[config.mk]
export PLATFORM = sky130hd
export DESIGN_NAME = display_scan_flat
export DESIGN_NICKNAME = d
export VERILOG_FILES = /design/src/rtl/display_scan_if.sv /design/src/rtl/display_scan.sv /design/src/flat_wrapper.sv
export SDC_FILE = /design/constraint.sdc
export NUM_CORES = 1
export LEC_CHECK = 0
export CORE_MARGIN = 2
export CORE_UTILIZATION = 55
export CTS_CLUSTER_DIAMETER = 100
export DETAILED_ROUTE_END_ITERATION = 8
export GPL_ROUTABILITY_DRIVEN = 0
export GPL_TIMING_DRIVEN = 0
export PLACE_DENSITY = 0.78
export SLEW_MARGIN = 20
export SYNTH_ARGS = -nofsm -noshare
export SYNTH_HDL_FRONTEND = slang
export SYNTH_SLANG_ARGS = --single-unit
[constraint.sdc]
create_clock -name clk -period 3.6 [get_ports clk]
set_clock_uncertainty 0.15 [all_clocks]
set_input_delay 0.54 -clock clk [delete_from_list [all_inputs] [get_ports clk]]
set_output_delay 0.54 -clock clk [all_outputs]
set_load 0.01 [all_outputs]
[src/rtl/display_scan_if.sv]
// Bundle of the display scanner's data-side signals.
//   master : drives load/digits/blank_mask/enable, observes code/an/frame_start/pending
//   slave  : the scanner itself, the mirror image of master
// NUM_DIGITS must match the scanner instance it is attached to.
interface display_scan_if #(
    parameter int NUM_DIGITS = 4
);
    logic                      load;
    logic [4*NUM_DIGITS-1:0]   digits;
    logic [NUM_DIGITS-1:0]     blank_mask;
    logic                      enable;
    logic [3:0]                code;
    logic [NUM_DIGITS-1:0]     an;
    logic                      frame_start;
    logic                      pending;

    modport master (
        output load, digits, blank_mask, enable,
        input  code, an, frame_start, pending
    );

    modport slave (
        input  load, digits, blank_mask, enable,
        output code, an, frame_start, pending
    );
endinterface

[src/rtl/display_scan.sv]
// Time-multiplexed scanner for a common-anode multi-digit 7-segment display.
// One 4-bit code per digit is presented per slot on bus.code, with the
// matching active-low anode on bus.an. Updates are double-buffered and are
// applied only at a frame boundary; each slot begins with DEAD dark cycles.
// Ports:
//   clk    system clock, rising edge
//   rst_n  asynchronous active-low reset
//   bus    display_scan_if.slave: load/digits/blank_mask/enable in,
//          code/an/frame_start/pending out (all outputs registered)
module display_scan #(
    parameter int NUM_DIGITS = 4,
    parameter int DIV        = 50000,
    parameter int DEAD       = 16
) (
    input  logic           clk,
    input  logic           rst_n,
    display_scan_if.slave  bus
);

    localparam int DIV_W  = (DIV > 1)        ? $clog2(DIV)        : 1;
    localparam int SLOT_W = (NUM_DIGITS > 1) ? $clog2(NUM_DIGITS) : 1;

    logic [DIV_W-1:0]          divCnt_q,       divCnt_d;
    logic [SLOT_W-1:0]         slot_q,         slot_d;
    logic [4*NUM_DIGITS-1:0]   activeDigits_q, activeDigits_d;
    logic [NUM_DIGITS-1:0]     activeBlank_q,  activeBlank_d;
    logic [4*NUM_DIGITS-1:0]   pendDigits_q,   pendDigits_d;
    logic [NUM_DIGITS-1:0]     pendBlank_q,    pendBlank_d;
    logic                      pending_q,      pending_d;
    logic [3:0]                code_q,         code_d;
    logic [NUM_DIGITS-1:0]     an_q,           an_d;
    logic                      frameStart_q,   frameStart_d;

    logic slotEnd;
    logic boundary;

    assign slotEnd  = (divCnt_q == DIV_W'(DIV - 1));
    assign boundary = slotEnd && (slot_q == SLOT_W'(NUM_DIGITS - 1));

    // Next-state logic. At a boundary the apply reads the old pending buffer
    // while a coincident load writes the new one, so that load survives
    // (pending stays set) and is shown one frame later.
    always_comb begin
        divCnt_d       = divCnt_q + 1'b1;
        slot_d         = slot_q;
        activeDigits_d = activeDigits_q;
        activeBlank_d  = activeBlank_q;
        pendDigits_d   = pendDigits_q;
        pendBlank_d    = pendBlank_q;
        pending_d      = pending_q;

        if (slotEnd) begin
            divCnt_d = '0;
            slot_d   = (slot_q == SLOT_W'(NUM_DIGITS - 1)) ? '0 : slot_q + 1'b1;
        end

        if (boundary && pending_q) begin
            activeDigits_d = pendDigits_q;
            activeBlank_d  = pendBlank_q;
            pending_d      = 1'b0;
        end

        if (bus.load) begin
            pendDigits_d = bus.digits;
            pendBlank_d  = bus.blank_mask;
            pending_d    = 1'b1;
        end
    end

    // Output stage: reflects the current (slot, divCnt) one cycle later.
    // The slot changes at divCnt 0, which is always inside the dead window,
    // so the code never changes while an anode is low.
    always_comb begin
        code_d       = activeDigits_q[4*slot_q +: 4];
        an_d         = '1;
        frameStart_d = boundary;
        if (bus.enable && !activeBlank_q[slot_q] && (divCnt_q >= DIV_W'(DEAD))) begin
            an_d[slot_q] = 1'b0;
        end
    end

    always_ff @(posedge clk or negedge rst_n) begin
        if (!rst_n) begin
            divCnt_q       <= '0;
            slot_q         <= '0;
            activeDigits_q <= '0;
            activeBlank_q  <= '1;
            pendDigits_q   <= '0;
            pendBlank_q    <= '0;
            pending_q      <= 1'b0;
            code_q         <= '0;
            an_q           <= '1;
            frameStart_q   <= 1'b0;
        end else begin
            divCnt_q       <= divCnt_d;
            slot_q         <= slot_d;
            activeDigits_q <= activeDigits_d;
            activeBlank_q  <= activeBlank_d;
            pendDigits_q   <= pendDigits_d;
            pendBlank_q    <= pendBlank_d;
            pending_q      <= pending_d;
            code_q         <= code_d;
            an_q           <= an_d;
            frameStart_q   <= frameStart_d;
        end
    end

    assign bus.code        = code_q;
    assign bus.an          = an_q;
    assign bus.frame_start = frameStart_q;
    assign bus.pending     = pending_q;

endmodule

[src/flat_wrapper.sv]
// flat-port wrapper written by rule: the top's interface ports become plain ports
module display_scan_flat 
#(
    parameter int NUM_DIGITS = 4,
    parameter int DIV        = 50000,
    parameter int DEAD       = 16
)
  (clk, rst_n, bus_load, bus_digits, bus_blank_mask, bus_enable, bus_code, bus_an, bus_frame_start, bus_pending);
  display_scan_if #(.NUM_DIGITS(NUM_DIGITS)) bus_i ();
  input  logic clk;
  input  logic rst_n;
  input wire logic [$bits(bus_i.load)-1:0] bus_load;
  input wire logic [$bits(bus_i.digits)-1:0] bus_digits;
  input wire logic [$bits(bus_i.blank_mask)-1:0] bus_blank_mask;
  input wire logic [$bits(bus_i.enable)-1:0] bus_enable;
  output wire logic [$bits(bus_i.code)-1:0] bus_code;
  output wire logic [$bits(bus_i.an)-1:0] bus_an;
  output wire logic [$bits(bus_i.frame_start)-1:0] bus_frame_start;
  output wire logic [$bits(bus_i.pending)-1:0] bus_pending;
  assign bus_i.load = bus_load;
  assign bus_i.digits = bus_digits;
  assign bus_i.blank_mask = bus_blank_mask;
  assign bus_i.enable = bus_enable;
  assign bus_code = bus_i.code;
  assign bus_an = bus_i.an;
  assign bus_frame_start = bus_i.frame_start;
  assign bus_pending = bus_i.pending;
  display_scan #(.NUM_DIGITS(NUM_DIGITS), .DIV(DIV), .DEAD(DEAD)) u_core (.clk(clk), .rst_n(rst_n), .bus(bus_i));
endmodule
# Word level (Yosys, flattened, before mapping)
# Cells that the tools add are included.
# op_classes
addsub	2
n_lt_le_gt_ge	3
eq_ne	2
shifts	1
n_mux	9
n_bitwise	1
reduce_logical	7
# ops
op	count
$add A16 B1 Y16 const B	1
$eq A16 B16 Y1 const B	1
$ge A16 B5 Y1 const B	1
$mux W16	1
$shiftx A16 B5 Y4	1
$logic_and A1 B1 Y1	5
$mux W1	4
$mux W4	1
$not A4 Y4	1
$lt A2 B3 Y1 const B	1
$add A2 B1 Y2 const B	1
$bmux W1 S2	1
$demux W1 S2	1
$eq A2 B2 Y1 const B	1
$ge A2 B1 Y1 const B	1
$mux W2	1
$reduce_bool A2 Y1	1
$logic_not A1 Y1	1
# word_totals
reg_bits	68
in_bits	24
output_inout_bits	10
wordCells	35

# Logic depth before layout (Yosys ltp)
# Gate-level depths: netlist of run 1.
# depth
ltp_word	6
mapped_depth	6
depth_no_buf	5

# Worst setup path after synthesis of run 1
# Ideal clock, no wire load.
# synth_path
path_type	register to register
startpoint	register u_core.divCnt_q[10]
endpoint	register u_core.activeDigits_q[0]
setup_ns	0.125
t_arrival_ns	1.997
required_time_ns	3.325
slack_ns	1.328
path_stages_with_launch	6
path_buffers	1
synth_period_minus_slack_ns	2.272
cell_sequence	dfrtp_1 > or4_4 > nor4_4 > and3_4 > buf_12 > mux2_4
# synth_between
elab_chain_cells	3
# synth_rtl
element	line_no	source
from (decl)	display_scan.sv:23	logic [DIV_W-1:0] divCnt_q, divCnt_d;
from (signal assigned)	display_scan.sv:95	divCnt_q <= divCnt_d;
$eq A16 B16 Y1	display_scan.sv:37	assign slotEnd = (divCnt_q == DIV_W'(DIV - 1));
$logic_and A1 B1 Y1	display_scan.sv:38	assign boundary = slotEnd && (slot_q == SLOT_W'(NUM_DIGITS - 1));
$logic_and A1 B1 Y1	display_scan.sv:57	if (boundary && pending_q) begin
to (signal assigned)	display_scan.sv:97	activeDigits_q <= activeDigits_d;
to (decl)	display_scan.sv:25	logic [4*NUM_DIGITS-1:0] activeDigits_q, activeDigits_d;
# Every way passes these cells.
# A chain may end at the register's enable or synchronous reset.

# Worst setup path after layout of run 1
# layout_path
startpoint	register u_core.divCnt_q[10]
endpoint	register u_core.activeDigits_q[3]
# The elaborated chain is that of the path after synthesis.

==> qor.csv, run 1 <==
stage,metric,value,unit
status,outcome,finished clean,
sta,worst_pin_slew,626,ps
setup_path,required,3680,ps
die,start_util,57.2,%
placement,dpl.hpwl,3330,um
logic_synthesis,synth_cell_types,30,
sta,rsz0062_at_grt,false,
global_routing,grt_pass1_vias,1769,
power_and_ir_drop,power_frac_seq,51.0,%
clock_tree,cts.sinks,68,
logic_synthesis,synth_area,2920,um2
power_and_ir_drop,p_leak,1.56,nW
clock_tree,cts-htree-levels,3,
placement,post_dp_cell_area,3360,um2
layout,area_growth,23.0,%
sta,max-slew-margin-rel,58.3,%
logic_synthesis,synth_flop_cell,dfrtp_1,
route,route.detailed.drc,0,
hold_path,min_path_type,flop to flop,
clock_tree,cts_hold_buf,1,
power_and_ir_drop,swShare,20.7,%
route,routed_wl,4770,um
sta,fin_crit_sh,67.9,%
setup_path,critPathMaxStageDelay,570,ps
global_routing,grt_first_pass_wirelength,8600,um
power_and_ir_drop,power.density,436,nW/um2
logic_synthesis,syn_avg_cell_area,14.7,um2
clock_tree,clockBufferDepth,2,
logic_synthesis,synth_cells,199,
layout,antenna_cells,0,
die,pin_count,34,
logic_synthesis,synth-seq-cells,68,
global_routing,antenna_found_initial,0,
route,routed_via_density,5.19,
route,first_pass_iters,4,
logic_synthesis,synth_area_leaders,"dfrtp_1 (51%), mux2_4 (10%), mux2_2 (7.7%), dfstp_2 (7.2%), mux4_2 (3.9%)",
clock_tree,clk_pin_slew_worst_paths,80,ps
clock_tree,tritoncts,done,
route,via_count,1662,
sta,hold_viol,0,
clock_tree,cts_buffers,9,
global_routing,grt_max_degree,42,
power_and_ir_drop,ir_drop,0.348,mV
global_routing,grt.met1_usage,26.7,%
clock_tree,cts_setup_buffers,0,
logic_synthesis,seq_area_frac_synth,58.6,%
route,drt_iter0_drc,107,
run,max-cap-violations,0,
die,coreArea,5110,um2
clock_tree,post_cts_resized,0,
global_routing,busiest_layer,met2,
setup_path,criticalPathCategory,flop to flop,
global_routing,grt_use_met2,28.0,%
sta,timing.hold.ws,355,ps
layout,final_layout_size_suffix_gt1_share,31.2,%
die,dieHeight,76.9,um
clock_tree,root_buffer,clkbuf_8,
power_and_ir_drop,power_frac_comb,4.8,%
logic_synthesis,synth_fp_nets,229,
global_routing,grt-ovfl-total,0,
die,die-area,5910,um2
setup_path,critPathMaxFanout,10,
layout,fin_area,3590,um2
placement,portBuffers,33,
route,drt.antenna.violating_nets,0,
setup_path,path_cells,or4_4 -> nor4_4 -> and3_4 -> buf_12 -> mux2_4,
power_and_ir_drop,p_clk_share,44.2,%
logic_synthesis,synth_most_common_cell,dfrtp_1,
setup_path,endpoint_kind,flop,
sta,period_needed,2440,ps
die,die_w,76.9,um
global_routing,grt.met3_usage,3.76,%
logic_synthesis,async_reset_ff_share,100,%
setup_path,start_kind,flop,
setup_path,cp_data_arrival_time,2520,ps
global_routing,grt.total_usage,19.3,%
logic_synthesis,yosys_warnings,0,
setup_path,critPathSlowestCell,or4_4,
logic_synthesis,synth_top_area_cell,dfrtp_1,
clock_tree,worstSkewPairLatency,340,ps
layout,n_fill_cell,351,
sta,finalSetupViolCount,0,
die,rows,26,
logic_synthesis,synth_edf_count,0,
route,wl_per_cell,14.9,um
sta,max_freq,0.409,GHz
logic_synthesis,yosysTopAreaCellShare,51.4,%
power_and_ir_drop,p_switching,0.325,mW
logic_synthesis,synth_common_cells,"dfrtp_1 (60), mux2_2 (20), mux2_4 (20), nor2_1 (11), nand2_1 (10)",
layout,nNetsFinal,275,
power_and_ir_drop,p_int,1.24,mW
sta,slew_violations,0,
power_and_ir_drop,p_total,1.57,mW
critical path: cells and delay by family, from the launching register on:
family,cells,cell delay (ps)
buffers and inverters,1,160
flip-flops,1,410
multiplexers,1,310
AND/OR/NAND/NOR,3,1320
layer usage:
| metal | up-vias | wire [um] |
|---|---|---|
| li1 | 785 | - |
| met1 | 834 | 2290 |
| met2 | 33 | 2210 |
| met3 | 10 | 137 |
| met4 | 0 | 130 |
| met5 | - | 0 |
power by group through the flow:
stage / combinational (mW) / clock, mW / sequential (mW)
after CTS: 0.0785 / 0.708 / 0.799
after floorplan: 0.0287 / 0 / 0.810
final: 0.0760 / 0.692 / 0.799
after global routing: 0.0858 / 0.737 / 0.802
after global placement: 0.0728 / 0 / 0.813
after detailed placement: 0.0775 / 0 / 0.814
stage by stage:
step / setup TNS (ps) / setup WS (ps) / util, % / std cells
2_1_floorplan: 0 / 1330 / - / 199
6_report: 0 / 1160 / 70.3 / 320
3_3_place_gp: -21780 / -366 / 65.4 / 302
4_1_cts: 0 / 1160 / 70.3 / 320
5_1_grt: 0 / 1060 / 70.3 / 320
3_5_place_dp: 0 / 1190 / 65.7 / 303
kinds of logic after synthesis:
| logic type | synth area share [%] |
|---|---|
| AOI/OAI and AO/OA | 1.33 |
| buffers and inverters | 2.78 |
| and+or+nand+nor | 8.95 |
| muxes | 21.9 |
| adders and majority gates | 2.57 |
| xor gates and xnor gates | 3.90 |
| DFF | 58.6 |
placed cells by master, fill, tap and decap left out, types with 3 or more instances in the layout:
cell type        Yosys  final
buf_12               2      3
clkbuf_1             4      4
clkbuf_8             0     10
clkdlybuf4s50_1      0     32
dfrtp_1             60     60
dfstp_2              8      8
ha_1                 6      6
inv_1                7      7
mux2_2              20     20
mux2_4              20     20
mux4_2               5      5
nand2_1             10     10
nand3_1              7      7
nand4_1              5      5
nor2_1              11     11
nor3_1               4      4
xnor2_1              6      6
xor2_1               7      7
state kept, by name (all words and copies together), names as in the netlist:
name,flops
u_core.activeBlank_q,4
u_core.activeDigits_q,16
u_core.bus.an,4
u_core.bus.code,4
u_core.bus.frame_start,1
u_core.bus.pending,1
u_core.divCnt_q,16
u_core.pendBlank_q,4
u_core.pendDigits_q,16
u_core.slot_q,2
final timing paths:
path | start | end | slack, ps | cells past startpoint
max in group asynchronous | rst_n | u_core.bus.an[1] | 2210 | 3
min in group asynchronous | rst_n | u_core.bus.code[3] | 500 | 2
min reg2reg | u_core.pendDigits_q[13] | u_core.activeDigits_q[13] | 360 | 1
min | u_core.pendDigits_q[13] | u_core.activeDigits_q[13] | 360 | 1
max reg2reg | u_core.divCnt_q[10] | u_core.activeDigits_q[3] | 1160 | 5
max | u_core.divCnt_q[10] | u_core.activeDigits_q[3] | 1160 | 5
layout make-up:
| class | count | area [um2] | share of cell area (%) |
|---|---|---|---|
| clock inverter | 6 | 87.6 | 2.44 |
| tap | 70 | 87.6 | 2.44 |
| inverter | 7 | 26.3 | 0.732 |
| timing repair buffer | 35 | 358 | 9.97 |
| buffer | 6 | 55.1 | 1.53 |
| multi-input combinational | 118 | 1130 | 31.4 |
| sequential | 68 | 1710 | 47.7 |
| clock buffer | 10 | 138 | 3.83 |
(Power assumes the default switching activity.)
==> run 2, diff against run 1 <==
- clock period: 3.6 -> 2.55 ns (I/O delays scaled with it)
==> results of run 2 <==
The final DEF is identical to that of run 1. Status: finished clean.
Main changes from that run: setup slack after placement 1190 ps -> 138 ps; clock-pin slew on the worst setup and hold paths 80 ps -> 70 ps; setup slack after layout 1160 ps -> 106 ps; hold slack 355 ps -> 345 ps; register-to-register setup slack 1160 ps -> 110 ps; total power 1.57 mW -> 2.21 mW; worst IR drop on VDD 0.348 mV -> 0.491 mV
==> run 3, diff against run 2 <==
- CTS_BUF_LIST: unset -> sky130_fd_sc_hd__clkbuf_8 sky130_fd_sc_hd__clkbuf_16
==> results of run 3 <==
The final DEF is identical to that of run 1. Status: finished clean.
Main changes from that run: setup slack after placement 1190 ps -> 138 ps; clock-pin slew on the worst setup and hold paths 80 ps -> 70 ps; setup slack after layout 1160 ps -> 106 ps; hold slack 355 ps -> 345 ps; register-to-register setup slack 1160 ps -> 110 ps; total power 1.57 mW -> 2.21 mW; worst IR drop on VDD 0.348 mV -> 0.491 mV
==> edit (flow settings as in run 3) <==
`DIV` is set to 50000 in 2 places; all go to 25000.
--- a/src/rtl/display_scan.sv
+++ b/src/rtl/display_scan.sv
@@ -9,7 +9,7 @@
 //          code/an/frame_start/pending out (all outputs registered)
 module display_scan #(
     parameter int NUM_DIGITS = 4,
-    parameter int DIV        = 50000,
+    parameter int DIV        = 25000,
     parameter int DEAD       = 16
 ) (
     input  logic           clk,
--- a/src/flat_wrapper.sv
+++ b/src/flat_wrapper.sv
@@ -2,7 +2,7 @@
 module display_scan_flat 
 #(
     parameter int NUM_DIGITS = 4,
-    parameter int DIV        = 50000,
+    parameter int DIV        = 25000,
     parameter int DEAD       = 16
 )
   (clk, rst_n, bus_load, bus_digits, bus_blank_mask, bus_enable, bus_code, bus_an, bus_frame_start, bus_pending);
Check against the original RTL: no difference found for any inputs over 10 cycles, from zero or initial values and one cycle with rst_n low; that may be too few to reach the edited logic, so the function may still have changed.
==> edit against run 3 <==
Final cell count shrank 0.94%; count of clock-buffer cells in the layout increased by 2; total power down 3.7%; clock power fell by 6.7%; wire length is 1.6% higher; synthesized area is 0.90% lower; synthesized cell count down 1.5%; final area shrank 1.0%; sequential cell count down 1; via count grew 0.60%; worst setup slack improved by 250 ps; critical path type unchanged.
==> edit: results <==
yosys:
  yosys_warnings: 0
  synth_async_sr_flop_share_pct: 100
  synthDistinctLibCells: 29
  yosysSeqAreaShare_pct: 58.3
  synth.net_count: 226
  synth_common_cells: "dfrtp_1 (59), mux2_2 (20), mux2_4 (20)"
  yosys-top-cells-area: "dfrtp_1 (51%), mux2_4 (10%), mux2_2 (7.8%)"
  ys.flop_type: "dfrtp_1"
sta:
  maxSlewHeadroom_pct: 47.1
finish:
  final_net_count: 272
  drive_above_1_share_pct: 30.4
  n_antenna_cell: 0
  reg_top3: "u_core.activeDigits_q (16), u_core.pendDigits_q (16), u_core.divCnt_q (15)"
critical_path:
  max_stage_delay_ps: 400
  crit_fanout: 10
  slowest_stage: "dfrtp_1"
  cp_top_family: "simple AND/OR/NAND/NOR gates"
clocking:
  clockBufferDepth: 2
  numCtsBuffers: 9
  clkTransAtPathRegs_ps: 70
  cts_root_buf: "clkbuf_8"
  cts.repair.resized: 0
  clock_latency_ps: 340
  cts_max_level: 3
global_routing:
  grt_overflow_total: 0
  antenna_found_initial: 0
  grt_max_degree: 43
  grt_pass1_wl_um: 8490
  grt_pass1_vias: 1781
  grtUsageTotal_pct: 19.3
power_and_ir_drop:
  switching_share_pct: 20.7
  power.leakage_nw: 1.55
  irDropWorstVdd_v: 0.000462
placement:
  dp.final_hpwl_um: 3380
  place_area_mm2: 0.00333
  port_buffers: 33
routing:
  drt_iter0_drc: 145
  vias: 1672
  wl_per_cell_um: 15.3
  drtPass1Iterations: 4
worst_hold_path:
  hold_class: "in -> async"
run_status:
  outcome: "finished, final reports clean"
-- edit: cell families (layout without fill, tap and decap cells) --
family,count (synthesis),count (layout),synth area share (%)
DFF,67,67,58.3
muxes,45,45,22.0
AOI/OAI and AO/OA,7,7,1.30
buffers and inverters,12,63,2.94
adders and majority gates,6,6,2.59
xor gates and xnor gates,11,11,3.33
and+or+nand+nor,48,48,9.51
-- edit: area by class of cell --
cell class / count / area [µm²]
plain buffers: 6 / 62.6
clock buffers: 12 / 165
clock inverters: 4 / 48.8
fillers: 371 / 1550
inverters: 6 / 22.5
multi-input cells: 117 / 1120
flip-flops and latches: 67 / 1690
well taps: 70 / 87.6
repair buffers: 35 / 358
-- edit: final timing paths --
path | start | to | slack (ps) | cells after the start
min in group clk | u_core.divCnt_q[0] | u_core.divCnt_q[0] | 350 | 1
max reg2reg | u_core.divCnt_q[0] | u_core.activeDigits_q[1] | 360 | 7
min | rst_n | u_core.pendDigits_q[11] | 340 | 2
min reg2reg | u_core.divCnt_q[0] | u_core.divCnt_q[0] | 350 | 1
max in group asynchronous | rst_n | u_core.bus.an[3] | 1320 | 3
max | u_core.divCnt_q[0] | u_core.activeDigits_q[1] | 360 | 7
-- edit: repair_timing --
item | in CTS | in global routing
hold buffers | 1 | 0
hold endpoints to repair | 21 | 0
buffers inserted | 0 | 0
-- edit: power groups by stage --
stage / Sequential (W) / Combinational [W] / Clock [W]
4_1_cts: 0.00111 / 0.000109 / 0.000942
6_report: 0.00111 / 0.000106 / 0.000912
3_5_place_dp: 0.00113 / 0.000107 / 0
3_3_place_gp: 0.00113 / 0.000101 / 0
5_1_grt: 0.00112 / 0.000118 / 0.000983
2_1_floorplan: 0.00113 / 0.0000403 / 0
-- edit: metal layers --
| metal | GRT usage (%) | share of wire [%] | up-vias |
|---|---|---|---|
| met3 | 5.57 | 3.3 | 8 |
| met5 | 0 | 0 | - |
| li1 | - | - | 785 |
| met4 | 10.4 | 1.9 | 0 |
| met2 | 29.5 | 48 | 32 |
| met1 | 25.1 | 47 | 847 |
-- edit: metrics by stage --
stage               worst slack [ps]  cells  hold slack [ps]
global placement               -1190    299              318
finish                           356    317              341
floorplan                        501    196            -63.1
detailed placement               372    300              161
CTS                              358    317              327
global route                     223    317              356
